File: src/rtl/audio_pkg.sv
// -----------------------------------------------------------------------------
// audio_pkg
// Shared definitions for the audio gain stage: default widths, the unity gain
// code and the stereo sample-pair entry type.
// No ports (package).
// -----------------------------------------------------------------------------
package audio_pkg;

    localparam int DEF_DATA_W = 32;
    localparam int DEF_GAIN_W = 4;
    localparam int DEF_FRAC_W = 3;

    // Gain code that multiplies a sample by exactly 1.0
    localparam int UNITY_GAIN = 1 << DEF_FRAC_W;

    typedef struct packed {
        logic signed [DEF_DATA_W-1:0] l;
        logic signed [DEF_DATA_W-1:0] r;
    } sample_pair_t;

endpackage

File: src/rtl/audio_gain_stage_if.sv
// -----------------------------------------------------------------------------
// audio_gain_stage_if
// Codec-side streaming bundle of the gain stage: the input pair with its
// available/read handshake and the output pair with its allowed/write
// handshake.
//   master : codec side (offers input pairs, grants output slots)
//   slave  : gain stage side (accepts input pairs, presents output pairs)
// -----------------------------------------------------------------------------
interface audio_gain_stage_if
    import audio_pkg::*;
#(
    parameter int DATA_W = DEF_DATA_W
) ();

    logic                     audio_in_available;
    logic signed [DATA_W-1:0] audio_in_L;
    logic signed [DATA_W-1:0] audio_in_R;
    logic                     read_audio_in;

    logic                     audio_out_allowed;
    logic                     write_audio_out;
    logic signed [DATA_W-1:0] audio_out_L;
    logic signed [DATA_W-1:0] audio_out_R;

    modport master (
        output audio_in_available, audio_in_L, audio_in_R, audio_out_allowed,
        input  read_audio_in, write_audio_out, audio_out_L, audio_out_R
    );

    modport slave (
        input  audio_in_available, audio_in_L, audio_in_R, audio_out_allowed,
        output read_audio_in, write_audio_out, audio_out_L, audio_out_R
    );

endinterface

File: src/rtl/audio_pair_fifo.sv
// -----------------------------------------------------------------------------
// audio_pair_fifo
// Small synchronous FIFO of stereo sample pairs with first-word fall-through
// head output.
// Ports:
//   clk, rst_n        clock, asynchronous active-low reset of pointers/count
//   push, push_data   write request and entry (ignored while full)
//   pop               read request (ignored while empty)
//   head              oldest entry, valid whenever !empty
//   full, empty       occupancy flags
//   count             number of stored entries (0..DEPTH)
// -----------------------------------------------------------------------------
module audio_pair_fifo
    import audio_pkg::*;
#(
    parameter int  DEPTH   = 4,
    parameter type entry_t = sample_pair_t
) (
    input  logic                     clk,
    input  logic                     rst_n,
    input  logic                     push,
    input  entry_t                   push_data,
    input  logic                     pop,
    output entry_t                   head,
    output logic                     full,
    output logic                     empty,
    output logic [$clog2(DEPTH):0]   count
);

    localparam int AW    = $clog2(DEPTH);
    localparam int CNT_W = AW + 1;

    entry_t          mem [DEPTH];
    logic [AW-1:0]   wr_ptr;
    logic [AW-1:0]   rd_ptr;
    logic            do_push;
    logic            do_pop;

    // A full FIFO refuses a push even when a pop frees a slot in the same cycle
    assign full    = (count == CNT_W'(DEPTH));
    assign empty   = (count == '0);
    assign do_push = push && !full;
    assign do_pop  = pop && !empty;
    assign head    = mem[rd_ptr];

    // Pointers wrap naturally because DEPTH is a power of two
    always_ff @(posedge clk or negedge rst_n) begin
        if (!rst_n) begin
            wr_ptr <= '0;
            rd_ptr <= '0;
            count  <= '0;
        end else begin
            if (do_push) wr_ptr <= wr_ptr + AW'(1);
            if (do_pop)  rd_ptr <= rd_ptr + AW'(1);
            case ({do_push, do_pop})
                2'b10:   count <= count + CNT_W'(1);
                2'b01:   count <= count - CNT_W'(1);
                default: count <= count;
            endcase
        end
    end

    always_ff @(posedge clk) begin
        if (do_push) mem[wr_ptr] <= push_data;
    end

endmodule

File: src/rtl/audio_gain_stage.sv
// -----------------------------------------------------------------------------
// audio_gain_stage
// Stereo gain stage between a codec input and output stream. Input pairs are
// buffered in a small FIFO, scaled by a ramped gain code with saturation, and
// held in a single output register until the codec takes them.
// Ports:
//   CLOCK_50      sole clock, rising edge
//   reset_n       asynchronous active-low reset
//   codec         streaming bundle (input pair/handshake, output pair/handshake)
//   gain_target   requested gain code, FRAC_W fractional bits
//   mute          ramps the gain toward 0
//   clip          sticky flag, set when any output sample saturated
//   clip_clr      clears clip (a concurrent new saturation wins)
//   fifo_count    input FIFO occupancy
// -----------------------------------------------------------------------------
module audio_gain_stage
    import audio_pkg::*;
#(
    parameter int DATA_W     = DEF_DATA_W,
    parameter int GAIN_W     = DEF_GAIN_W,
    parameter int FRAC_W     = DEF_FRAC_W,
    parameter int FIFO_DEPTH = 4
) (
    input  logic                          CLOCK_50,
    input  logic                          reset_n,
    audio_gain_stage_if.slave             codec,
    input  logic [GAIN_W-1:0]             gain_target,
    input  logic                          mute,
    output logic                          clip,
    input  logic                          clip_clr,
    output logic [$clog2(FIFO_DEPTH):0]   fifo_count
);

    localparam int PROD_W = DATA_W + GAIN_W + 1;

    localparam logic signed [PROD_W-1:0] SAT_MAX = PROD_W'({1'b0, {(DATA_W-1){1'b1}}});
    localparam logic signed [PROD_W-1:0] SAT_MIN = ~SAT_MAX;

    typedef struct packed {
        logic signed [DATA_W-1:0] l;
        logic signed [DATA_W-1:0] r;
    } pair_t;

    // Gain is unsigned: zero-extend it so the signed multiply treats it as positive
    function automatic logic signed [PROD_W-1:0] scale(
        input logic signed [DATA_W-1:0] s,
        input logic [GAIN_W-1:0]        g
    );
        logic signed [PROD_W-1:0] ss;
        logic signed [PROD_W-1:0] gs;
        logic signed [PROD_W-1:0] prod;
        ss   = PROD_W'(s);
        gs   = PROD_W'($signed({1'b0, g}));
        prod = ss * gs;
        return prod >>> FRAC_W;
    endfunction

    function automatic logic clamps(input logic signed [PROD_W-1:0] v);
        return (v > SAT_MAX) || (v < SAT_MIN);
    endfunction

    function automatic logic signed [DATA_W-1:0] sat(input logic signed [PROD_W-1:0] v);
        if (v > SAT_MAX) return SAT_MAX[DATA_W-1:0];
        if (v < SAT_MIN) return SAT_MIN[DATA_W-1:0];
        return v[DATA_W-1:0];
    endfunction

    pair_t                    in_pair;
    pair_t                    head_p0;
    logic                     fifo_full;
    logic                     fifo_empty;
    logic                     push;
    logic                     pop;
    logic                     out_take;

    logic signed [PROD_W-1:0] scaled_l_p0;
    logic signed [PROD_W-1:0] scaled_r_p0;
    logic                     clamp_p0;

    logic [GAIN_W-1:0]        cur_gain;
    logic [GAIN_W-1:0]        ramp_target;
    logic [GAIN_W-1:0]        next_gain;

    logic                     vld_p1;
    logic signed [DATA_W-1:0] out_l_p1;
    logic signed [DATA_W-1:0] out_r_p1;

    // Handshakes are combinational; reset_n gates acceptance so nothing is
    // offered as read while the block is held in reset
    assign push                 = reset_n && codec.audio_in_available && !fifo_full;
    assign codec.read_audio_in  = push;
    assign out_take             = vld_p1 && codec.audio_out_allowed;
    assign codec.write_audio_out = out_take;
    assign pop                  = !fifo_empty && (!vld_p1 || out_take);

    assign in_pair.l = codec.audio_in_L;
    assign in_pair.r = codec.audio_in_R;

    audio_pair_fifo #(
        .DEPTH   (FIFO_DEPTH),
        .entry_t (pair_t)
    ) u_fifo (
        .clk       (CLOCK_50),
        .rst_n     (reset_n),
        .push      (push),
        .push_data (in_pair),
        .pop       (pop),
        .head      (head_p0),
        .full      (fifo_full),
        .empty     (fifo_empty),
        .count     (fifo_count)
    );

    // ---- stage p0: FIFO head scaled by the current (pre-update) gain ----
    assign scaled_l_p0 = scale(head_p0.l, cur_gain);
    assign scaled_r_p0 = scale(head_p0.r, cur_gain);
    assign clamp_p0    = clamps(scaled_l_p0) || clamps(scaled_r_p0);

    // Gain only ever moves one code per popped pair, so target or mute changes
    // bend the ramp instead of stepping the output
    always_comb begin
        ramp_target = mute ? '0 : gain_target;
        next_gain   = cur_gain;
        if (cur_gain < ramp_target) begin
            next_gain = cur_gain + GAIN_W'(1);
        end else if (cur_gain > ramp_target) begin
            next_gain = cur_gain - GAIN_W'(1);
        end
    end

    // ---- stage p1: output register ----
    always_ff @(posedge CLOCK_50 or negedge reset_n) begin
        if (!reset_n) begin
            vld_p1   <= 1'b0;
            out_l_p1 <= '0;
            out_r_p1 <= '0;
            cur_gain <= '0;
            clip     <= 1'b0;
        end else begin
            if (pop) begin
                vld_p1   <= 1'b1;
                out_l_p1 <= sat(scaled_l_p0);
                out_r_p1 <= sat(scaled_r_p0);
                cur_gain <= next_gain;
            end else if (out_take) begin
                vld_p1   <= 1'b0;
            end

            // A fresh saturation outranks a clear in the same cycle
            if (pop && clamp_p0) begin
                clip <= 1'b1;
            end else if (clip_clr) begin
                clip <= 1'b0;
            end
        end
    end

    assign codec.audio_out_L = out_l_p1;
    assign codec.audio_out_R = out_r_p1;

endmodule

File: src/flat_wrapper.sv
// flat-port wrapper written by rule: the top's interface ports become plain ports
module audio_gain_stage_flat import audio_pkg::*;
#(
    parameter int DATA_W     = DEF_DATA_W,
    parameter int GAIN_W     = DEF_GAIN_W,
    parameter int FRAC_W     = DEF_FRAC_W,
    parameter int FIFO_DEPTH = 4
)
  (CLOCK_50, reset_n, gain_target, mute, clip, clip_clr, fifo_count, codec_audio_in_available, codec_audio_in_L, codec_audio_in_R, codec_audio_out_allowed, codec_read_audio_in, codec_write_audio_out, codec_audio_out_L, codec_audio_out_R);
  audio_gain_stage_if #(.DATA_W(DATA_W)) codec_i ();
  input  logic CLOCK_50;
  input  logic reset_n;
  input  logic [GAIN_W-1:0] gain_target;
  input  logic mute;
  output logic clip;
  input  logic clip_clr;
  output logic [$clog2(FIFO_DEPTH):0] fifo_count;
  input wire logic [$bits(codec_i.audio_in_available)-1:0] codec_audio_in_available;
  input wire logic [$bits(codec_i.audio_in_L)-1:0] codec_audio_in_L;
  input wire logic [$bits(codec_i.audio_in_R)-1:0] codec_audio_in_R;
  input wire logic [$bits(codec_i.audio_out_allowed)-1:0] codec_audio_out_allowed;
  output wire logic [$bits(codec_i.read_audio_in)-1:0] codec_read_audio_in;
  output wire logic [$bits(codec_i.write_audio_out)-1:0] codec_write_audio_out;
  output wire logic [$bits(codec_i.audio_out_L)-1:0] codec_audio_out_L;
  output wire logic [$bits(codec_i.audio_out_R)-1:0] codec_audio_out_R;
  assign codec_i.audio_in_available = codec_audio_in_available;
  assign codec_i.audio_in_L = codec_audio_in_L;
  assign codec_i.audio_in_R = codec_audio_in_R;
  assign codec_i.audio_out_allowed = codec_audio_out_allowed;
  assign codec_read_audio_in = codec_i.read_audio_in;
  assign codec_write_audio_out = codec_i.write_audio_out;
  assign codec_audio_out_L = codec_i.audio_out_L;
  assign codec_audio_out_R = codec_i.audio_out_R;
  audio_gain_stage #(.DATA_W(DATA_W), .GAIN_W(GAIN_W), .FRAC_W(FRAC_W), .FIFO_DEPTH(FIFO_DEPTH)) u_core (.CLOCK_50(CLOCK_50), .reset_n(reset_n), .codec(codec_i), .gain_target(gain_target), .mute(mute), .clip(clip), .clip_clr(clip_clr), .fifo_count(fifo_count));
endmodule
File: config.mk
export PLATFORM = sky130hd
export DESIGN_NAME = audio_gain_stage_flat
export DESIGN_NICKNAME = d
export VERILOG_FILES = /design/src/rtl/audio_pkg.sv /design/src/rtl/audio_gain_stage_if.sv /design/src/rtl/audio_pair_fifo.sv /design/src/rtl/audio_gain_stage.sv /design/src/flat_wrapper.sv
export SDC_FILE = /design/constraint.sdc
export NUM_CORES = 1
export LEC_CHECK = 0
export CAP_MARGIN = 20
export CORE_ASPECT_RATIO = 1.5
export CORE_MARGIN = 3
export CORE_UTILIZATION = 60
export DETAILED_ROUTE_END_ITERATION = 10
export PLACE_DENSITY = 0.9
export REMOVE_ABC_BUFFERS = 1
export SYNTH_ARGS = -nofsm -noshare
export SYNTH_HDL_FRONTEND = slang
export SYNTH_SLANG_ARGS = --single-unit
File: constraint.sdc
create_clock -name CLOCK_50 -period 6.7 [get_ports CLOCK_50]
set_clock_uncertainty 0.1 [all_clocks]
set_input_delay 2.01 -clock CLOCK_50 [delete_from_list [all_inputs] [get_ports CLOCK_50]]
set_output_delay 2.01 -clock CLOCK_50 [all_outputs]
set_load 0.03 [all_outputs]
==> out/metrics.csv, run 1 <==
metric,value,unit
status,"finished, final reports clean",
DRC violations left,0,
die area,0.0397,mm^2
Sinks on Clock Net,333,
total standard cell area after synthesis,0.0224,mm^2
Post-Synth Adder-Cell Area,20.3,%
syn avg cell area,11.3,um^2
largest family of logic cells by synthesized area,adder cells,
drt pass-1 iters,6,
vias in the first global route,16789,
CP Max Fanout,22,
I/O pin total,144,
worst r2r src,u_core.u_fifo.rd_ptr[0],
CTS Buf Count,30,
simple-gate share of the synthesized area,12.9,%
"most common cell after layout, fill and taps aside",inv_1,
hold_sp,u_core.u_fifo.count[1],
Fin Hold WS,425,ps
Synth Area in Compound Gates,8.54,%
Post-synth EDFFs,256,
"Clk Latency, worst-skew pair",590,ps
Mapped Cells,1986,
post-route cell area,0.0253,mm^2
initial core utilization,60.8,%
Synth warnings,0,
Vias per Instance,5.87,
Critical Path Sink Type,flop,
Relative slew margins,39.3,%
hold buffers post-CTS,0,
max-slew violations,0,
unrepaired setup endpoints after global routing,no,
routed len/inst,19.9,um
synth-to-layout area growth,13.2,%
gpl congestion,0.910,
crit path DAT,6730,ps
first-pass GRT wire length,85.6,mm
critical path class,reg2reg,
Critical Path RT,7090,ps
CTS tree,done,
max-cap viol count,0,
multiplexer area fraction after synthesis,6.62,%
Worst Setup SP,u_core.u_fifo.rd_ptr[0],
post-synthesis cell type count,59,
Die Span Y,242,um
Post-DP HPWL,37.6,mm
"FFs w/ async S/R, synth",23.1,%
pre-CTS setup slack,375,ps
Hold Crit Class,reg2reg,
period utilisation layout,94.7,%
Post-Layout Cell Count,2616,
Hold Fails Final Rpt,0,
Root Driver,clkbuf_16,
Die Width,164,um
Final min period,6350,ps
DP Cell Count,2558,
DR vias,15365,
prevailing post-synth register cell,edfxtp_1,
GRT Total Usage,27.1,%
core area,0.0368,mm^2
CTS max path bufs,3,
final net count,2464,
antenna violations before repair,1,
Overflow after GRT,0,
Post-Synth XOR/XNOR Area,2.78,%
"Clk pin slew, worst setup/hold paths",80,ps
Achievable Freq,158,MHz
H-tree depth,1,
final setup vio count,0,
"Seq/Total Area, Yosys",43.0,%
actual slew at the worst max-slew pin,910,ps
PortBufs,143,
dpl cell area,0.0243,mm^2
startpoint types,flop,
Post-DRT Antenna Nets,0,
register bit total from synthesis,333,
final wirelength,52.1,mm
layout cells sized above 1,7.09,%
"commonest cells after routing, fill and taps aside","inv_1 (263), edfxtp_1 (256), and2_1 (205), nand2_1 (167), ha_1 (151)",
largest net degree at the start of global routing,70,
setup ws final,353,ps
DRT iter0 DRCs,1110,
row count,86,
## synthesized netlist by cell type, types with 21 or more instances
cell type  count  area (um^2)
a21o_1        36          270
a21oi_1      142          711
and2_1       209         1310
clkbuf_1      59          221
dfrtp_1       77         1930
edfxtp_1     256         7690
fa_1         132         2640
ha_1         151         1890
inv_1        264          991
mux4_2        63         1420
nand2_1      167          627
nor2_1       102          383
o21ai_0       51          255
xnor2_1       50          438
xor2_1        21          184
## area by class of cell
type	count	area, um^2
clock inverter	24	208
antenna	1	2.50
fill	2545	11500
tap	484	606
multi-input combinational	1308	11400
clock buffer	32	758
sequential	333	9620
timing repair buffer	170	1700
inverter	264	991
## final timing paths
| kind | slack [ps] | cells past startpoint | endpoint |
|---|---|---|---|
| worst max-delay path | 350 | 20 | u_core.codec.audio_out_R[7] |
| worst min-delay path | 420 | 2 | u_core.vld_p1 |
| worst max register to register | 350 | 20 | u_core.codec.audio_out_R[7] |
| worst min register to register | 420 | 2 | u_core.vld_p1 |
| max in group asynchronous | 4010 | 3 | u_core.u_fifo.rd_ptr[1] |
| min in group asynchronous | 1440 | 2 | u_core.codec.audio_out_R[30] |
## stage by stage
stage | TNS (ps) | util (%)
4_1_cts | 0 | 68.7
3_5_place_dp | 0 | 66.1
3_3_place_gp | 0 | 66.1
6_report | 0 | 68.8
2_1_floorplan | -81640 | -
5_1_grt | 0 | 68.8
## cell families after synthesis
family | Yosys count
AO/OA/AOI/OAI | 315
multiplexers | 69
AND/OR/NAND/NOR | 570
flip-flops | 333
adder cells (fa/ha/maj) | 283
XOR/XNOR | 71
buffers and inverters | 345
## worst max-delay path, cell delays in order, from the launching register on
cell and delay [ps]:
dfrtp_4 540, buf_12 220, buf_4 200, mux4_2 590, and2_1 200, ha_1 340, fa_1 530, inv_1 60
fa_1 500, inv_1 40, ha_1 400, inv_1 120, or3_1 440, nor2_1 240, nand3_1 110, o311a_1 300
a311oi_1 340, a21o_1 470, buf_12 220, nand2_1 80, a21oi_1 190
## what timing repair did
item	4_1_cts	5_1_grt
setup buffers	0	0
resized for setup	0	2
setup endpoints to repair	0	30
## layer usage
metal  up-vias  GRT usage, %  share of wire [%]  wire [um]
li1       7023             -                  -          -
met1      7587          33.9                 38      20000
met2       591          46.8                 51      26800
met3       164          2.84                5.1       2660
met4         0          13.4                5.1       2640
met5         -             0                  0          0
## sequential cells by signal (all words and copies together), names as in the netlist
signal and count:
u_core.u_fifo.rd_ptr 2, u_core.u_fifo.count 3, u_core.u_fifo.wr_ptr 2, u_core.codec.audio_out_L 32
u_core.vld_p1 1, u_core.codec.audio_out_R 32, u_core.u_fifo.mem 256, u_core.cur_gain 4
u_core.clip 1
Power of run 1 is not shown: default switching activity piles up to over one toggle a cycle in this logic, so the estimate is an artifact.
==> run 2, diff against run 1 <==
- CAP_MARGIN: 20 -> not set
- HOLD_SLACK_MARGIN: not set -> 0.03
==> run 2 against run 1 <==
Routed wire length grew 0.11%; design area is essentially flat; register-to-register slack is essentially flat; critical path depth is the same; final cell count is essentially flat; worst setup slack gained 2.2 ps; critical endpoint unchanged.
==> out/metrics.csv, run 2 (synthesis gave the netlist of run 1 again) <==
metric,value,unit
"Clk pin slew, worst setup/hold paths",80,ps
CP Cell Sequence,buf_12 > buf_4 > mux4_2 > and2_1 > ha_1 > fa_1 > inv_1 > fa_1 > inv_1 > ha_1 > inv_1 > or3_1 > nor2_1 > nand3_1 > o311a_1 > a311oi_1 > a21o_1 > buf_12 > nand2_1 > a21oi_1,
Overflow after GRT,0,
first-pass GRT wire length,85.6,mm
post-route cell area,0.0253,mm^2
WHS Path Cells,2,
Root Driver,clkbuf_16,
actual slew at the worst max-slew pin,1190,ps
largest net degree at the start of global routing,70,
H-tree depth,1,
Vias per Instance,5.88,
hold buffers post-CTS,0,
startpoint types,flop,
dpl cell area,0.0243,mm^2
gpl congestion,0.910,
Achievable Freq,158,MHz
Slowest cell on crit path,mux4_2,
routed len/inst,19.9,um
Final min period,6340,ps
row count,86,
Post-DP HPWL,37.6,mm
register bank with the most flops,u_core.u_fifo.mem,
CTS tree,done,
max-cap viol count,0,
"Top cell by count, worst path",inv_1,
Sinks on Clock Net,333,
Die Width,164,um
PortBufs,143,
setup tns final,0,ps
Worst R2R Path Depth,20,
crit path DAT,6730,ps
antenna violations before repair,1,
CTS Buf Count,30,
period utilisation layout,94.7,%
DRT iter0 DRCs,1167,
CTS max path bufs,3,
Critical Path Sink Type,flop,
final wirelength,52.1,mm
Hold Crit Class,reg2reg,
Relative slew margins,20.4,%
"CP delay by family, top",adder cells,
I/O pin total,144,
"most common cell after layout, fill and taps aside",inv_1,
max-slew violations,0,
initial core utilization,60.8,%
die area,0.0397,mm^2
Die Span Y,242,um
Hold Fails Final Rpt,0,
Buf/Inv on CP,6,
CP peak stage delay,590,ps
drt pass-1 iters,5,
Critical Path Stages,20,
DR vias,15368,
synth-to-layout area growth,13.1,%
Critical Path RT,7090,ps
CP Max Fanout,22,
Largest register FFs,256,
GRT Total Usage,27.1,%
"Clk Latency, worst-skew pair",590,ps
core area,0.0368,mm^2
critical path class,reg2reg,
vias in the first global route,16789,
final setup vio count,0,
DRC violations left,0,
"commonest cells after routing, fill and taps aside","inv_1 (263), edfxtp_1 (256), and2_1 (205), nand2_1 (167), ha_1 (151)",
status,"finished, final reports clean",
layout cells sized above 1,7.04,%
final net count,2463,
unrepaired setup endpoints after global routing,no,
Post-CTS Setup Bufs,0,
Post-DRT Antenna Nets,0,
## run 2: cell type report
| type | count | area [um^2] |
|---|---|---|
| multi-input cells | 1308 | 11400 |
| inverters | 264 | 991 |
| well taps | 484 | 606 |
| flip-flops and latches | 333 | 9620 |
| clock inverters | 24 | 208 |
| fillers | 2547 | 11500 |
| diodes | 1 | 2.50 |
| clock buffers | 32 | 758 |
| repair buffers | 169 | 1680 |
## run 2: repair_timing
action,in CTS,in global routing
endpoints found under the hold margin,0,0
endpoints found under the setup margin,0,30
gates resized for setup,0,2
## run 2: worst paths after layout
path                                          from                            to  slack, ps
setup / recovery           u_core.u_fifo.rd_ptr[0]   u_core.codec.audio_out_R[7]        360
hold / removal              u_core.u_fifo.count[1]                 u_core.vld_p1        420
setup reg to reg           u_core.u_fifo.rd_ptr[0]   u_core.codec.audio_out_R[7]        360
hold reg to reg             u_core.u_fifo.count[1]                 u_core.vld_p1        420
max in group asynchronous                  reset_n       u_core.u_fifo.rd_ptr[1]       4010
min in group asynchronous                  reset_n  u_core.codec.audio_out_R[30]       1440
## run 2: worst min-delay path, stage by stage (launching register included)
cell and delay [ps]:
dfrtp_1 370, nor3_1 70, nand2_1 60
## run 2: metrics by stage
step | std cells | hold slack [ps] | worst slack [ps] | utilization (%)
after CTS | 2614 | 423 | 328 | 68.7
after floorplan | 1905 | 366 | -1480 | -
final | 2615 | 423 | 355 | 68.8
after global routing | 2615 | 437 | 8.09 | 68.8
after detailed placement | 2558 | 409 | 375 | 66.1
after global placement | 2558 | 390 | 530 | 66.1
## run 2: layer usage
| layer | track usage (%) | routed length, um |
|---|---|---|
| met1 | 33.9 | 20000 |
| met2 | 46.8 | 26800 |
| met3 | 2.84 | 2710 |
| met4 | 13.4 | 2650 |
| met5 | 0 | 0 |
Power of run 2 is left out for the same reason.
